File: src/rtl/axi_read_intf.sv
// axi_read_intf
//   AXI4 read-channel slave for the fifo/iram/wram region map. Accepts one
//   AR burst at a time and turns it into single-beat internal reads. Each read
//   returns data exactly one cycle after its strobe. The returned data goes
//   back on the R channel through a 2-entry FIFO, so RREADY backpressure
//   throttles new requests instead of dropping data.
//
//   Optional feature: define AXI_RD_BEAT_CNT_EN to build a saturating
//   completed-beat counter on rd_beat_cnt. Otherwise rd_beat_cnt is tied to 0.
//
// Ports
//   clk, rst                  clock, async active-high reset
//   AR*  (ID/ADDR/LEN/SIZE/BURST/REGION/VALID/READY)   read address channel
//   R*   (ID/DATA/RESP/LAST/VALID/READY)               read data channel
//   axi_rd_vld/addr/region    internal read request, one beat per pulse
//   rd_data_vld/data/err      internal read return, 1 cycle after request
//   rd_beat_cnt               completed R beats (optional counter)

module axi_read_intf #(
  parameter int ID_W   = 8,
  parameter int ADDR_W = 11,
  parameter int DATA_W = 32
) (
  input  logic              clk,
  input  logic              rst,
  input  logic [ID_W-1:0]   ARID,
  input  logic [ADDR_W-1:0] ARADDR,
  input  logic [7:0]        ARLEN,
  input  logic [2:0]        ARSIZE,
  input  logic [1:0]        ARBURST,
  input  logic [3:0]        ARREGION,
  input  logic              ARVALID,
  output logic              ARREADY,
  output logic [ID_W-1:0]   RID,
  output logic [DATA_W-1:0] RDATA,
  output logic [1:0]        RRESP,
  output logic              RLAST,
  output logic              RVALID,
  input  logic              RREADY,
  output logic              axi_rd_vld,
  output logic [ADDR_W-1:0] axi_rd_addr,
  output logic [1:0]        axi_rd_region,
  input  logic              rd_data_vld,
  input  logic [DATA_W-1:0] rd_data,
  input  logic              rd_err,
  output logic [15:0]       rd_beat_cnt
);

  typedef enum logic [1:0] {IDLE, ISSUE, DRAIN} state_t;

  localparam logic [1:0] RESP_OKAY   = 2'd0;
  localparam logic [1:0] RESP_SLVERR = 2'd2;
  localparam logic [1:0] RESP_DECERR = 2'd3;

  state_t              state_q, state_d;
  logic                arready_q;
  logic [ID_W-1:0]     id_q;
  logic [ADDR_W-1:0]   addr_q;
  logic [7:0]          len_q;
  logic                fixed_q;
  logic [1:0]          region_q;
  logic [1:0]          err_q;
  logic [7:0]          beat_q;
  logic                infl_q;
  logic                infl_last_q;

  logic [DATA_W-1:0]   buf_data [2];
  logic [1:0]          buf_resp [2];
  logic                buf_last [2];
  logic                wr_ptr_q, rd_ptr_q;
  logic [1:0]          occ_q;

  logic                ar_hs, push, pop, issue, credit_ok, err_burst;
  logic [1:0]          occ_after_pop;
  logic [1:0]          ar_err;
  logic                unused_region_hi;

  assign unused_region_hi = ^ARREGION[3:2];

  assign err_burst = (err_q != RESP_OKAY);
  assign ar_hs     = ARVALID & arready_q;
  assign RVALID    = (occ_q != 2'd0);
  assign pop       = RVALID & RREADY;
  // Error bursts have no real read behind them; their beat is pushed on the
  // same schedule as a returned read so both burst kinds share the same timing.
  assign push      = infl_q & (err_burst | rd_data_vld);

  // A slot freed by this cycle's pop counts as free, so a steady RREADY=1
  // stream sustains one beat per cycle without ever exceeding two entries.
  assign occ_after_pop = occ_q - {1'b0, pop};
  assign credit_ok     = ({1'b0, occ_after_pop} + {2'b00, infl_q}) < 3'd2;
  assign issue         = (state_q == ISSUE) & credit_ok;

  assign ar_err = ((ARSIZE != 3'd2) || ARBURST[1]) ? RESP_SLVERR :
                  (ARREGION[1:0] == 2'd3)         ? RESP_DECERR : RESP_OKAY;

  always_comb begin
    state_d = state_q;
    case (state_q)
      IDLE:    if (ar_hs) state_d = ISSUE;
      ISSUE:   if (issue && (beat_q == len_q)) state_d = DRAIN;
      DRAIN:   if (pop && buf_last[rd_ptr_q]) state_d = IDLE;
      default: state_d = IDLE;
    endcase
  end

  always_ff @(posedge clk or posedge rst) begin
    if (rst) begin
      state_q   <= IDLE;
      arready_q <= 1'b0;
    end else begin
      state_q   <= state_d;
      arready_q <= (state_d == IDLE);
    end
  end

  always_ff @(posedge clk or posedge rst) begin
    if (rst) begin
      id_q        <= '0;
      addr_q      <= '0;
      len_q       <= '0;
      fixed_q     <= 1'b0;
      region_q    <= '0;
      err_q       <= RESP_OKAY;
      beat_q      <= '0;
      infl_q      <= 1'b0;
      infl_last_q <= 1'b0;
    end else begin
      if (ar_hs) begin
        id_q     <= ARID;
        addr_q   <= ARADDR;
        len_q    <= ARLEN;
        fixed_q  <= (ARBURST == 2'd0);
        region_q <= ARREGION[1:0];
        err_q    <= ar_err;
        beat_q   <= '0;
      end else if (issue) begin
        beat_q <= beat_q + 8'd1;
        if (!fixed_q) addr_q <= addr_q + ADDR_W'(4);
      end
      infl_q      <= issue;
      infl_last_q <= (beat_q == len_q);
    end
  end

  always_ff @(posedge clk or posedge rst) begin
    if (rst) begin
      for (int unsigned i = 0; i < 2; i++) begin
        buf_data[i] <= '0;
        buf_resp[i] <= '0;
        buf_last[i] <= 1'b0;
      end
      wr_ptr_q <= 1'b0;
      rd_ptr_q <= 1'b0;
      occ_q    <= '0;
    end else begin
      if (push) begin
        buf_data[wr_ptr_q] <= err_burst ? '0 : rd_data;
        buf_resp[wr_ptr_q] <= err_burst ? err_q : (rd_err ? RESP_SLVERR : RESP_OKAY);
        buf_last[wr_ptr_q] <= infl_last_q;
        wr_ptr_q           <= ~wr_ptr_q;
      end
      if (pop) rd_ptr_q <= ~rd_ptr_q;
      occ_q <= occ_q + {1'b0, push} - {1'b0, pop};
    end
  end

  assign ARREADY       = arready_q;
  assign RID           = id_q;
  assign RDATA         = buf_data[rd_ptr_q];
  assign RRESP         = buf_resp[rd_ptr_q];
  assign RLAST         = buf_last[rd_ptr_q];
  assign axi_rd_vld    = issue & ~err_burst;
  assign axi_rd_addr   = addr_q;
  assign axi_rd_region = region_q;

`ifdef AXI_RD_BEAT_CNT_EN
  logic [15:0] beat_cnt_q;

  always_ff @(posedge clk or posedge rst) begin
    if (rst) begin
      beat_cnt_q <= '0;
    end else if (pop && (beat_cnt_q != 16'hFFFF)) begin
      beat_cnt_q <= beat_cnt_q + 16'd1;
    end
  end

  assign rd_beat_cnt = beat_cnt_q;
`else
  assign rd_beat_cnt = '0;
`endif

endmodule
File: config.mk
export PLATFORM = sky130hd
export DESIGN_NAME = axi_read_intf
export DESIGN_NICKNAME = d
export VERILOG_FILES = /design/src/rtl/axi_read_intf.sv
export SDC_FILE = /design/constraint.sdc
export NUM_CORES = 1
export LEC_CHECK = 0
export CORE_MARGIN = 10
export CORE_UTILIZATION = 48
export CTS_CLUSTER_SIZE = 20
export DETAILED_ROUTE_END_ITERATION = 12
export GPL_ROUTABILITY_DRIVEN = 0
export PLACE_DENSITY_LB_ADDON = 0.25
export SETUP_SLACK_MARGIN = 0.05
export SLEW_MARGIN = 5
export SYNTH_ARGS = -nofsm -noshare
export SYNTH_HDL_FRONTEND = slang
export SYNTH_SLANG_ARGS = --single-unit
File: constraint.sdc
create_clock -name clk -period 4.55 [get_ports clk]
set_input_delay 0.91 -clock clk [delete_from_list [all_inputs] [get_ports clk]]
set_output_delay 0.91 -clock clk [all_outputs]
set_load 0.005 [all_outputs]
---- After elaboration in Yosys (flattened, before gate mapping) ----
Index checks and enable logic that the tools add are counted.
operators by class
  bitwise operators ....................... 11
  muxes and demuxes ....................... 32
  order comparisons ....................... 4
  equal/unequal tests ..................... 6
  reduce and logical (&&, ||, !) cells .... 11
  add/sub/neg operators ................... 6
operators by type and width
  cell                   number
  $mux 32                5
  $bwmux 64              1
  $mux 11                3
  $demux 32 s1           1
  $mux 2                 11
  $mux 8                 2
  $add 11x3->11 const B  1
  $add 8x1->8 const B    1
  $eq 8x8->1             1
  $logic_not 2->1        3
  $pmux 2 s3             1
  $reduce_bool 2->1      3
  $and 1x1->1            5
  $bwmux 4               1
  $eq 2x2->1 const B     2
  $ge 2x2->1 const B     2
  $mux 1                 4
  $not 1->2              2
  $sub 2x1->2            2
  $add 2x1->3            1
  $logic_and 1x1->1      3
  $lt 3x2->1 const B     1
  $ne 3x2->1 const B     1
  $not 1->1              3
  other kinds (10)       10
word-level totals
  output and inout bits ................... 75
  input port bits ......................... 74
  word-level logic and storage cells ...... 90
  flip-flop bits (word level) ............. 119

---- Depth between registers and ports, before layout ----
  word-level depth ........................ 10
  depth in mapped cells ................... 7
  mapped depth without buffers ............ 6

---- Least setup slack after synthesis ----
No wires, ideal clock.
  path kind ............................... input-to-output
  start point ............................. input port RREADY
  end point ............................... output port axi_rd_vld
  slack ................................... 2.030 ns
  arrival time ............................ 1.610 ns
  buffers on the path ..................... 1
  required time ........................... 3.640 ns
  stages on the path ...................... 5
  cells stage by stage .................... nand2b_2 a211oi_4 nor2_2 buf_6 nor2_1
on the way
  word-level cells in the longest chain between the ends .. 6
ends and longest elaborated chain
  what                line  text
  start: declaration  39    input logic RREADY,
  $and 1x1->1         83    assign pop = RVALID & RREADY;
  $sub 2x1->2         90    assign occ_after_pop = occ_q - {1'b0, pop};
  $add 2x1->3         91    assign credit_ok = ({1'b0, occ_after_pop} + {2'b00, infl_q}) < 3'd2;
  $lt 3x2->1          91
  $and 1x1->1         92    assign issue = (state_q == ISSUE) & credit_ok;
  $and 1x1->1         173   assign axi_rd_vld = issue & ~err_burst;
  end: declaration    40    output logic axi_rd_vld,
No other way between the ends.

---- Worst setup path in the final report ----
Ends and elaborated chain as after synthesis.

==> results.ini <==
[status]
status=completed

[setup_path]
cp-start-kind=input port
slowest_delay_ps=600
timing.rr.start=err_q[1]
r2r_end=buf_data[45]
path_cells=clkdlybuf4s50_1 > nand2b_2 > a211oi_4 > nor2_2 > nor2_1 > clkdlybuf4s50_1
cp.depth=6
cp-end-kind=output port
crit_end=axi_rd_vld
cp.arrival_ps=2830
worst-endpoint-required_ps=3640
path_common_cell=clkdlybuf4s50_1
path_buf_inv=2
cp_max_fo=12
crit_slowest_cell=clkdlybuf4s50_1
startpoint=RREADY
cpLargestDelayFamily=buffers and inverters
critical_path_class=input port to output port
rrSetupSlack_ps=2050
r2r_cells=5

[placement]
numPortBuffers=130
pre_cts_ws_ps=828
hpwl_mm=9.45

[timing]
period_needed_ps=3740
slew_headroom=0.292
hold_viol=0
setup_viol=0
rsz0062_at_grt=no
worst_clock_skew_ps=6.52
slew_violations=0
fin_ws_ps=811
fmax_mhz=267
period_share=0.822
worst_pin_slew_ps=1060
setup-tns-final_ps=0

[yosys]
synth-async-reset-ratio=1.00
synth-seq-cells=119
syn_avg_cell_area_um2=9.62
ys_warn_count=0
synth.top_cell.area_share=0.549
netlist_area_um2=5430
synthFlopType=dfrtp_1
netlist-cell-type-count=43
yosys.area.top_type=dfrtp_1
synth-seq-area-share=0.549
syn_inst=564
synth-edff-count=0
netlist_top_cells_area=dfrtp_1 55%, nand2_1 13%, mux2_2 7.7%

[die]
dieWidth_um=126
coreArea_um2=10900
io_pins=149
fp.dieH_um=126
dieArea_um2=16000
rows=38
start_util=0.496

[grt]
gr-total-overflow=0
antenna_found_initial=0
top_usage_layer=met2
grt_max_degree=71
gr-usage-met1=0.217
met2_usage=0.271
grtUsageTotal=0.170
grt_use_met3=0.0650
grt_first_pass_wirelength_mm=22.8
grt_pass1_vias=4553

[clocking]
cts_root_buf=clkbuf_16
clockBufferDepth=2
post-cts-setup-buffers=0
numCtsBuffers=17
insertion_delay_ps=400
cts_resized=0
cts_htree_levels=4
tritoncts=built
ctsHoldBuffers=0
clk_pin_slew_ps=50
clock-sinks=119

[pwr]
swShare=0.332
switchingPower_uw=1570
pwr-share-clk=0.300
p_per_area_nw_per_um2=639
leakagePower_uw=0.00327
power_uw=4740
p_seq_frac=0.356
combPwrFrac=0.344
peakVddDrop_v=0.000330
p_int_uw=3170

[cells_and_area]
fin_nets=765
most-common-layout-cells=181 x nand2_1, 130 x clkdlybuf4s50_1, 119 x dfrtp_1
area_delta_synth_final_pct=36.6
final_common_cell=nand2_1
n_fill_cell=880
drive_gt1_frac=0.124
antenna_cells=0

[routing]
ant_nets=0
drtIter0Drc=344
dr.pass1.iters=4
drc=0
viasPerCell=5.14
wire_per_inst_um=15.9
vias=4323
drt_wl_total_mm=13.4

[worst_hold_path]
hold-path-cell-count=2
hp-class=register to register

[job]
maxCapViolCount=0

per-layer routing:
metal	vias to the layer above	routed length [um]
li1	2108	-
met5	-	0
met3	6	973
met2	135	6510
met4	0	56
met1	2074	5860
cells in the mapped netlist (2+ instances only):
master,instances
inv_1,3
a21oi_1,7
ha_1,3
mux2i_1,2
or2_2,3
xnor2_1,10
buf_2,8
or4_1,5
nor2_1,14
or3_1,2
o31ai_1,2
nand3_1,7
buf_4,16
nand2_1,181
xor2_1,9
o211ai_1,7
o21ai_0,79
nand4_1,5
clkbuf_1,21
nor4_1,2
and2_1,2
dfrtp_1,119
mux2_2,37
power by group through the flow:
| stage | combinational [uW] | sequential [uW] | clock (uW) |
|---|---|---|---|
| 6_report | 1630 | 1690 | 1420 |
| 5_1_grt | 1830 | 1740 | 1500 |
| 4_1_cts | 1660 | 1690 | 1440 |
| 3_5_place_dp | 1650 | 1700 | 0 |
| 3_3_place_gp | 1600 | 1680 | 0 |
| 2_1_floorplan | 986 | 1630 | 0 |
worst min-delay path: stages, from the launching register on:
cell     delay (ps)
dfrtp_1         340
nand2_1          40
o21ai_0          60
per-stage QoR:
step | std cells | cell area, um^2 | util | hold WS (ps)
after global placement | 809 | 6770 | 0.619 | 457
after global routing | 841 | 7410 | 0.678 | 492
after detailed placement | 809 | 6770 | 0.619 | 462
final | 841 | 7410 | 0.678 | 473
after floorplan | 579 | 5480 | - | 444
after CTS | 841 | 7410 | 0.678 | 477
layout make-up:
class / count / area, um^2 / area share
sequential: 119 / 2980 / 0.402
timing repair buffer: 137 / 1370 / 0.184
inverter: 3 / 13.8 / 0.00186
clock inverter: 14 / 199 / 0.0268
multi-input combinational: 410 / 2240 / 0.302
clock buffer: 18 / 439 / 0.0593
tap: 140 / 175 / 0.0236
registers in the layout, indices dropped and copies added (netlist names):
signal and flops:
buf_data 64, state_q 2, axi_rd_region 2, RID 8, infl_q 1, len_q 8, buf_last 2, wr_ptr_q 1
infl_last_q 1, ARREADY 1, rd_ptr_q 1, err_q 2, axi_rd_addr 11, occ_q 2, buf_resp 4, fixed_q 1
beat_q 8
logic make-up (layout without fill, tap and decap cells):
logic type | count (synthesis) | after routing | share of synthesized area
simple gates | 230 | 230 | 0.178
flops | 119 | 119 | 0.549
compound gates | 103 | 103 | 0.105
buf+inv | 50 | 172 | 0.0489
mux | 39 | 39 | 0.0805
xor+xnor | 19 | 19 | 0.0307
fa+ha+maj | 3 | 3 | 0.00692
other cells | 1 | 16 | 0.000691
how the worst min path moves through the flow:
stage	start	end	slack [ps]
after global placement	buf_data[23]	buf_data[23]	460
final	buf_data[50]	buf_data[50]	470
after floorplan	buf_data[0]	buf_data[0]	440
after detailed placement	RID[1]	RID[1]	460
after CTS	RID[1]	RID[1]	480
after global routing	RID[1]	RID[1]	490
No activity file was read; power rests on OpenSTA's default activity.
